## src/rtl/restoring_divider_8x4_if.sv

```systemverilog
// Start/busy/done handshake and operand/result bus for the restoring divider.
interface restoring_divider_8x4_if #(
    parameter int unsigned W = 4
);
    logic             start;
    logic [2*W-1:0]   dividend;
    logic [W-1:0]     divisor;
    logic             busy;
    logic             done;
    logic [2*W-1:0]   q;
    logic [W-1:0]     r;
    logic             dbz;

    modport master (
        output start, dividend, divisor,
        input  busy, done, q, r, dbz
    );

    modport slave (
        input  start, dividend, divisor,
        output busy, done, q, r, dbz
    );
endinterface

```

## src/rtl/restoring_divider_8x4.sv

```systemverilog
// Sequential unsigned restoring divider: 2W-bit dividend / W-bit divisor,
// one quotient bit per clock, start/busy/done handshake.
module restoring_divider_8x4 #(
    parameter int unsigned W = 4
) (
    input  logic                    clk,
    input  logic                    rst,
    restoring_divider_8x4_if.slave  div_if
);
    localparam int unsigned NW = 2 * W;
    localparam int unsigned CW = $clog2(NW + 1);

    typedef enum logic [1:0] {S_IDLE, S_RUN, S_DONE} state_e;

    state_e          state_q, state_d;
    logic [NW-1:0]   n_q, n_d;
    logic [W-1:0]    d_q, d_d;
    logic [W:0]      pr_q, pr_d;
    logic [CW-1:0]   cnt_q, cnt_d;
    logic            zdiv_q, zdiv_d;
    logic [NW-1:0]   q_q, q_d;
    logic [W-1:0]    r_q, r_d;
    logic            dbz_q, dbz_d;
    logic            busy_q, busy_d;
    logic            done_q, done_d;

    logic            accept_c;
    logic            last_c;
    logic            ge_c;
    logic [W:0]      pr_sh_c;
    logic [W:0]      pr_sub_c;
    logic [NW-1:0]   n_sh_c;

    assign accept_c = div_if.start && (state_q != S_RUN);
    assign last_c   = (cnt_q == CW'(1));

    // One restoring step: shift in the dividend MSB, subtract if it fits.
    // The quotient bit is shifted into the vacated LSB of the dividend register.
    always_comb begin
        pr_sh_c  = {pr_q[W-1:0], n_q[NW-1]};
        ge_c     = (pr_sh_c >= {1'b0, d_q});
        pr_sub_c = ge_c ? (pr_sh_c - {1'b0, d_q}) : pr_sh_c;
        n_sh_c   = {n_q[NW-2:0], ge_c};
    end

    // State register
    always_ff @(posedge clk) begin
        if (rst) begin
            state_q <= S_IDLE;
        end else begin
            state_q <= state_d;
        end
    end

    // Next-state logic
    always_comb begin
        state_d = state_q;
        unique case (state_q)
            S_IDLE:  if (accept_c) state_d = S_RUN;
            S_RUN:   if (last_c)   state_d = S_DONE;
            S_DONE:  state_d = accept_c ? S_RUN : S_IDLE;
            default: state_d = S_IDLE;
        endcase
    end

    // Output decode, registered below so busy/done change with the state
    always_comb begin
        busy_d = (state_d == S_RUN);
        done_d = (state_d == S_DONE);
    end

    // Datapath next-state. A zero divisor spends a single settle cycle in RUN
    // without iterating, so its done lands one cycle after acceptance.
    always_comb begin
        n_d    = n_q;
        d_d    = d_q;
        pr_d   = pr_q;
        cnt_d  = cnt_q;
        zdiv_d = zdiv_q;
        q_d    = q_q;
        r_d    = r_q;
        dbz_d  = dbz_q;
        if (accept_c) begin
            n_d    = div_if.dividend;
            d_d    = div_if.divisor;
            pr_d   = '0;
            zdiv_d = (div_if.divisor == '0);
            cnt_d  = (div_if.divisor == '0) ? CW'(1) : CW'(NW);
        end else if (state_q == S_RUN) begin
            cnt_d = cnt_q - CW'(1);
            if (!zdiv_q) begin
                n_d  = n_sh_c;
                pr_d = pr_sub_c;
            end
            if (last_c) begin
                if (zdiv_q) begin
                    q_d   = '1;
                    r_d   = '0;
                    dbz_d = 1'b1;
                end else begin
                    q_d   = n_sh_c;
                    r_d   = pr_sub_c[W-1:0];
                    dbz_d = 1'b0;
                end
            end
        end
    end

    always_ff @(posedge clk) begin
        if (rst) begin
            n_q    <= '0;
            d_q    <= '0;
            pr_q   <= '0;
            cnt_q  <= '0;
            zdiv_q <= 1'b0;
            q_q    <= '0;
            r_q    <= '0;
            dbz_q  <= 1'b0;
            busy_q <= 1'b0;
            done_q <= 1'b0;
        end else begin
            n_q    <= n_d;
            d_q    <= d_d;
            pr_q   <= pr_d;
            cnt_q  <= cnt_d;
            zdiv_q <= zdiv_d;
            q_q    <= q_d;
            r_q    <= r_d;
            dbz_q  <= dbz_d;
            busy_q <= busy_d;
            done_q <= done_d;
        end
    end

    assign div_if.busy = busy_q;
    assign div_if.done = done_q;
    assign div_if.q    = q_q;
    assign div_if.r    = r_q;
    assign div_if.dbz  = dbz_q;
endmodule

```

## src/flat_wrapper.sv

```systemverilog
// flat-port wrapper written by rule: the top's interface ports become plain ports
module restoring_divider_8x4_flat 
#(
    parameter int unsigned W = 4
)
  (clk, rst, div_if_start, div_if_dividend, div_if_divisor, div_if_busy, div_if_done, div_if_q, div_if_r, div_if_dbz);
  restoring_divider_8x4_if #(.W(W)) div_if_i ();
  input  logic clk;
  input  logic rst;
  input wire logic [$bits(div_if_i.start)-1:0] div_if_start;
  input wire logic [$bits(div_if_i.dividend)-1:0] div_if_dividend;
  input wire logic [$bits(div_if_i.divisor)-1:0] div_if_divisor;
  output wire logic [$bits(div_if_i.busy)-1:0] div_if_busy;
  output wire logic [$bits(div_if_i.done)-1:0] div_if_done;
  output wire logic [$bits(div_if_i.q)-1:0] div_if_q;
  output wire logic [$bits(div_if_i.r)-1:0] div_if_r;
  output wire logic [$bits(div_if_i.dbz)-1:0] div_if_dbz;
  assign div_if_i.start = div_if_start;
  assign div_if_i.dividend = div_if_dividend;
  assign div_if_i.divisor = div_if_divisor;
  assign div_if_busy = div_if_i.busy;
  assign div_if_done = div_if_i.done;
  assign div_if_q = div_if_i.q;
  assign div_if_r = div_if_i.r;
  assign div_if_dbz = div_if_i.dbz;
  restoring_divider_8x4 #(.W(W)) u_core (.clk(clk), .rst(rst), .div_if(div_if_i));
endmodule
```

## config.mk

```make
export PLATFORM = sky130hd
export DESIGN_NAME = restoring_divider_8x4_flat
export DESIGN_NICKNAME = d
export VERILOG_FILES = /design/src/rtl/restoring_divider_8x4_if.sv /design/src/rtl/restoring_divider_8x4.sv /design/src/flat_wrapper.sv
export SDC_FILE = /design/constraint.sdc
export NUM_CORES = 1
export LEC_CHECK = 0
export ABC_AREA = 1
export CORE_MARGIN = 5
export CORE_UTILIZATION = 56
export CTS_CLUSTER_DIAMETER = 60
export DETAILED_ROUTE_END_ITERATION = 8
export GPL_ROUTABILITY_DRIVEN = 0
export GPL_TIMING_DRIVEN = 0
export HOLD_SLACK_MARGIN = 0.03
export PLACE_DENSITY_LB_ADDON = 0.3
export SLEW_MARGIN = 20
export SYNTH_ARGS = -nofsm -noshare
export SYNTH_HDL_FRONTEND = slang
export SYNTH_SLANG_ARGS = --single-unit
export TNS_END_PERCENT = 5
```

## constraint.sdc

```tcl
create_clock -name clk -period 2.5 [get_ports clk]
set_input_delay 0.75 -clock clk [delete_from_list [all_inputs] [get_ports clk]]
set_output_delay 0.75 -clock clk [all_outputs]
set_load 0.01 [all_outputs]
```

Yosys cells after proc, flatten, opt, wreduce, memory -nomap -nowiden. Cells that the tools add are included.

Register bits: 38. Bits in latches: 0. Memory bits (writable): 0. Bits in read-only memories: 0. Input port bits: 15. Output and inout port bits: 15. Memories kept: 0.

$add $sub $neg: 2. Multiply operators: 0. Div/mod/pow operators: 0. $lt $le $gt $ge: 1. Equality and inequality tests: 7. Shift operators: 0. Mux-type cells: 14. Bitwise operators: 2. Reductions and logical operators: 8.

Operators by type and width (count): 2-to-1 mux 8 bit (4); 2-to-1 mux 4 bit (5); one-hot mux 2 bit (3 select lines) (1); >= comparator 5 x 4 -> 1 bit (1); equality test 2 x 1 -> 1 bit (second input constant) (2); equality test 2 bit (second input constant) (2); equality test 4 x 1 -> 1 bit (second input constant) (1); zero test 4 bit (1); 2-to-1 mux 2 bit (2); AND reduction 2 bit (2); subtractor 4 x 1 -> 4 bit (second input constant) (1); subtractor 4 bit (1); AND reduction 3 bit (1); zero test 2 bit (1); 2-to-1 mux 1 bit (2); != test 2 x 1 -> 1 bit (second input constant) (1); != test 2 bit (second input constant) (1); NOT 1 bit (2); nonzero test 2 bit (1); OR reduction 2 bit (1); logical AND 1 bit (1).

Depth between registers and ports, before layout.
Depth after elaboration: 5. Depth in mapped cells: 12.

Least setup slack after synthesis. No wires, ideal clock.

Kind: input-to-reg. Start: input port rst. End: register u_core.d_q[0]. Library setup time: 0.064 ns. Arrival time: 1.407 ns. Required time: 2.436 ns. Setup slack: 1.029 ns. Cell stages on the path: 5. Path through: buf_2 inv_1 buf_2 o21ai_0 nor2_1.

RTL lines: start, declared (RTL line flat_wrapper.sv:9) `input logic rst;`; end signal, assigned (RTL line restoring_divider_8x4.sv:112) `d_q <= '0;`; end signal, assigned (RTL line restoring_divider_8x4.sv:123) `d_q <= d_d;`; end, declared (RTL line restoring_divider_8x4.sv:17) `logic [W-1:0] d_q, d_d;`.

Final worst setup path.
Start: register u_core.q_q[6] (netlist: u_core.div_if.q[6]). End: output port div_if_q[6].

RTL lines: start, declared (RTL line restoring_divider_8x4.sv:21) `logic [NW-1:0] q_q, q_d;`; start signal, assigned (RTL line restoring_divider_8x4.sv:127) `q_q <= q_d;`; end, declared (RTL line flat_wrapper.sv:15) `output wire logic [$bits(div_if_i.q)-1:0] div_if_q;`.

No word-level cell between the ends.

==> results by group <==
Placed design
  • PortBufs: 28
  • Dpl ws: ~500 ps
  • DP Wirelength: between 2 and 3 mm

Logic synthesis
  • Sequential-to-total area share from yosys stat: 0.421
  • Syn_area_per_cell: just under 8 µm²
  • Synth warn: 0
  • Synth unique cells: 34
  • Post-Syn Instances: 227
  • Post-Syn Area: about 0.0018 mm²
  • Post-Syn Nets: 249
  • Yosys reg bits: 38

Clock network
  • Resized Gates After CTS: 0
  • Longest Clk Path Bufs: 2
  • Clk sinks: 38
  • Clk_lat worst skew: 340 ps
  • CTS tree: done
  • Postcts setup bufs: 0
  • H-tree depth: 2
  • Clk root buf: clkbuf_4
  • Clock Pin Slew Worst Setup and Hold Paths: approximately 120 ps
  • CTS Buf Count: 5
  • CTS Hold Bufs: 0

Critical path
  • Critical path capture point type: output pin
  • Crit path max-delay family: buffers and inverters
  • Slowest stage cell, crit path: clkdlybuf4s50_1
  • Worst path bufs/invs: 1
  • Crit path required time: 1750 ps
  • Critical setup path kind: reg -> out
  • Critical Path Start Type: flop
  • CP Cell Sequence: clkdlybuf4s50_1
  • CP peak stage delay: between 500 and 600 ps
  • Crit Path Max Fanout: 2
  • Worst EP arrival: between 1000 and 1500 ps

Die
  • Io pins: 30
  • Die footprint: around 0.0045 mm²
  • Core area: between 0.003 and 0.004 mm²
  • Num rows: 20
  • Initial Util: 0.587
  • DIE HEIGHT: about 67 µm
  • Die X: roughly 67 µm

Pwr
  • Pwr/cell area: 676 mW/mm²
  • Leakage power: between 0.0009 and 0.001 µW
  • VDD IR max: 0.508 mV

Routing
  • Routed len/inst: 12.3 µm
  • WL final: 3.78 mm
  • Vias: about 1600
  • Initial drt markers: ~150
  • DRT Pass-1 Iters: 4
  • DR vias/cell: ~5.2
  • ANT nets after route: 0
  • Residual DRC count: 0

STA
  • Final period util: 0.798
  • Final Hold Vio Count: 0
  • Setup-failing EPs final: 0
  • Final slew viol count: 0
  • Final setup TNS: 0 ps
  • PnR worst setup slack: 504 ps
  • Max Freq: 501 MHz
  • RSZ-0062 raised after global routing: false
  • Slew headroom: 0.713
  • Fin crit period: 2000 ps
  • Layout Skew: 6.49 ps
  • Slew @ Worst Pin: between 400 and 500 ps

Cells and area
  • Layout area overhead: 24.7%
  • N_diodes: 0
  • Layout cells sized above 1: 0.129
  • Fin nets: between 200 and 300

Global route
  • Initial antenna violation count: 0
  • Tot GR Track Use: 0.198
  • Total grt overflow: 0
  • First-pass GRT wire length: roughly 6.7 mm
  • Largest net degree at the start of global routing: 13
  • Vias in the first global route: between 1500 and 2000

Outcome
  • Status: completed

Worst hold path
  • HP Class: reg -> reg

Job
  • Maxcap violations: 0
cells by family after synthesis:
family	after synthesis	synth area share
adder cells (fa/ha/maj)	7	0.0526
AO/OA/AOI/OAI	44	0.137
XOR/XNOR	2	0.00970
buffers and inverters	37	0.0997
flip-flops	38	0.421
AND/OR/NAND/NOR	99	0.280
sequential cells by signal (all words and copies together) (netlist names):
| name | cells |
|---|---|
| u_core.div_if.busy | 1 |
| u_core.cnt_q | 4 |
| u_core.zdiv_q | 1 |
| u_core.div_if.done | 1 |
| u_core.d_q | 4 |
| u_core.state_q | 2 |
| u_core.div_if.q | 8 |
| u_core.n_q | 8 |
| u_core.pr_q | 4 |
| u_core.div_if.dbz | 1 |
| u_core.div_if.r | 4 |
worst paths after layout:
check                             startpoint                           to  slack [ps]  depth (start not counted)
min reg2reg       u_core.d_q[3]$_SDFFE_PP0P_   u_core.d_q[3]$_SDFFE_PP0P_         460                          2
min               u_core.d_q[3]$_SDFFE_PP0P_   u_core.d_q[3]$_SDFFE_PP0P_         460                          2
max reg2reg       u_core.d_q[2]$_SDFFE_PP0P_  u_core.pr_q[1]$_SDFFE_PP0P_         850                         10
max          u_core.div_if.q[6]$_SDFFE_PP0P_                  div_if_q[6]         500                          1
routing by layer:
layer,vias up,part of all wire,global-route usage
met5,-,0,0
met2,45,0.46,0.309
met1,724,0.47,0.266
li1,806,-,-
met4,0,0.019,0.0736
met3,10,0.051,0.0455
synth_stat cells:
library cell / n / area share
nand3b_1: 2 / 0.0083
o21ai_1: 10 / 0.028
inv_4: 2 / 0.0069
xnor2_1: 1 / 0.0048
nor3_1: 1 / 0.0028
dfxtp_1: 38 / 0.42
buf_4: 1 / 0.0042
nand2_4: 2 / 0.012
nand2_1: 51 / 0.11
fa_1: 1 / 0.011
a21oi_1: 14 / 0.039
buf_6: 1 / 0.0062
inv_2: 2 / 0.0042
inv_6: 1 / 0.0048
o22ai_1: 1 / 0.0035
buf_12: 1 / 0.011
nor2_1: 15 / 0.031
nor2_4: 4 / 0.025
nand2_2: 4 / 0.014
nand4_1: 2 / 0.0069
buf_2: 3 / 0.0083
xor2_1: 1 / 0.0048
nand3_1: 15 / 0.042
o211ai_1: 1 / 0.0042
a21o_1: 1 / 0.0042
a21oi_2: 1 / 0.0048
o211ai_2: 1 / 0.0069
a31oi_1: 8 / 0.028
nor2_8: 2 / 0.022
ha_1: 6 / 0.042
nand3_4: 1 / 0.0097
o21ai_0: 7 / 0.019
inv_1: 25 / 0.052
clkbuf_1: 1 / 0.0021
placed cells by master, fill, tap and decap left out, drive strengths merged:
| master | synthesis | routed |
|---|---|---|
| nor2 | 21 | 21 |
| o22ai | 1 | 1 |
| nand4 | 2 | 2 |
| nor3 | 1 | 1 |
| buf | 6 | 6 |
| a31oi | 8 | 8 |
| xnor2 | 1 | 1 |
| clkdlybuf4s50 | 0 | 28 |
| clkbuf | 1 | 7 |
| ha | 6 | 6 |
| nand3 | 16 | 16 |
| nand3b | 2 | 2 |
| a21o | 1 | 1 |
| fa | 1 | 1 |
| nand2 | 57 | 57 |
| inv | 30 | 30 |
| o211ai | 2 | 2 |
| a21oi | 15 | 15 |
| bufinv | 0 | 2 |
| dfxtp | 38 | 38 |
| o21ai | 17 | 17 |
| xor2 | 1 | 1 |
through the flow:
stage | hold slack (ps) | utilization | instance area [µm²] | total power, µW | instances
after detailed placement | 455 | 0.696 | 2140 | 987 | 299
final | 465 | 0.732 | 2250 | 1520 | 307
after global placement | 453 | 0.696 | 2140 | 977 | 299
after global routing | 486 | 0.732 | 2250 | 1620 | 307
after CTS | 472 | 0.732 | 2250 | 1530 | 307
after floorplan | 433 | - | 1810 | 901 | 227
power by group:
part	leakage (µW)	total [µW]	switching (µW)	internal, µW
Clock	0.0000585	544	205	339
Sequential	0.000310	662	20.7	641
Combinational	0.000577	318	194	124
layout make-up:
class / instances / area, µm²
Tap cell: 44 / 55.1
Fill cell: 246 / 825
Inverter: 30 / 123
Clock inverter: 2 / 60.1
Clock buffer: 6 / 51.3
Timing Repair Buffer: 28 / 280
Multi-Input combinational cell: 152 / 866
Buffer: 7 / 57.6
Sequential cell: 38 / 761
Note: power is estimated with default switching activity, not from simulation.
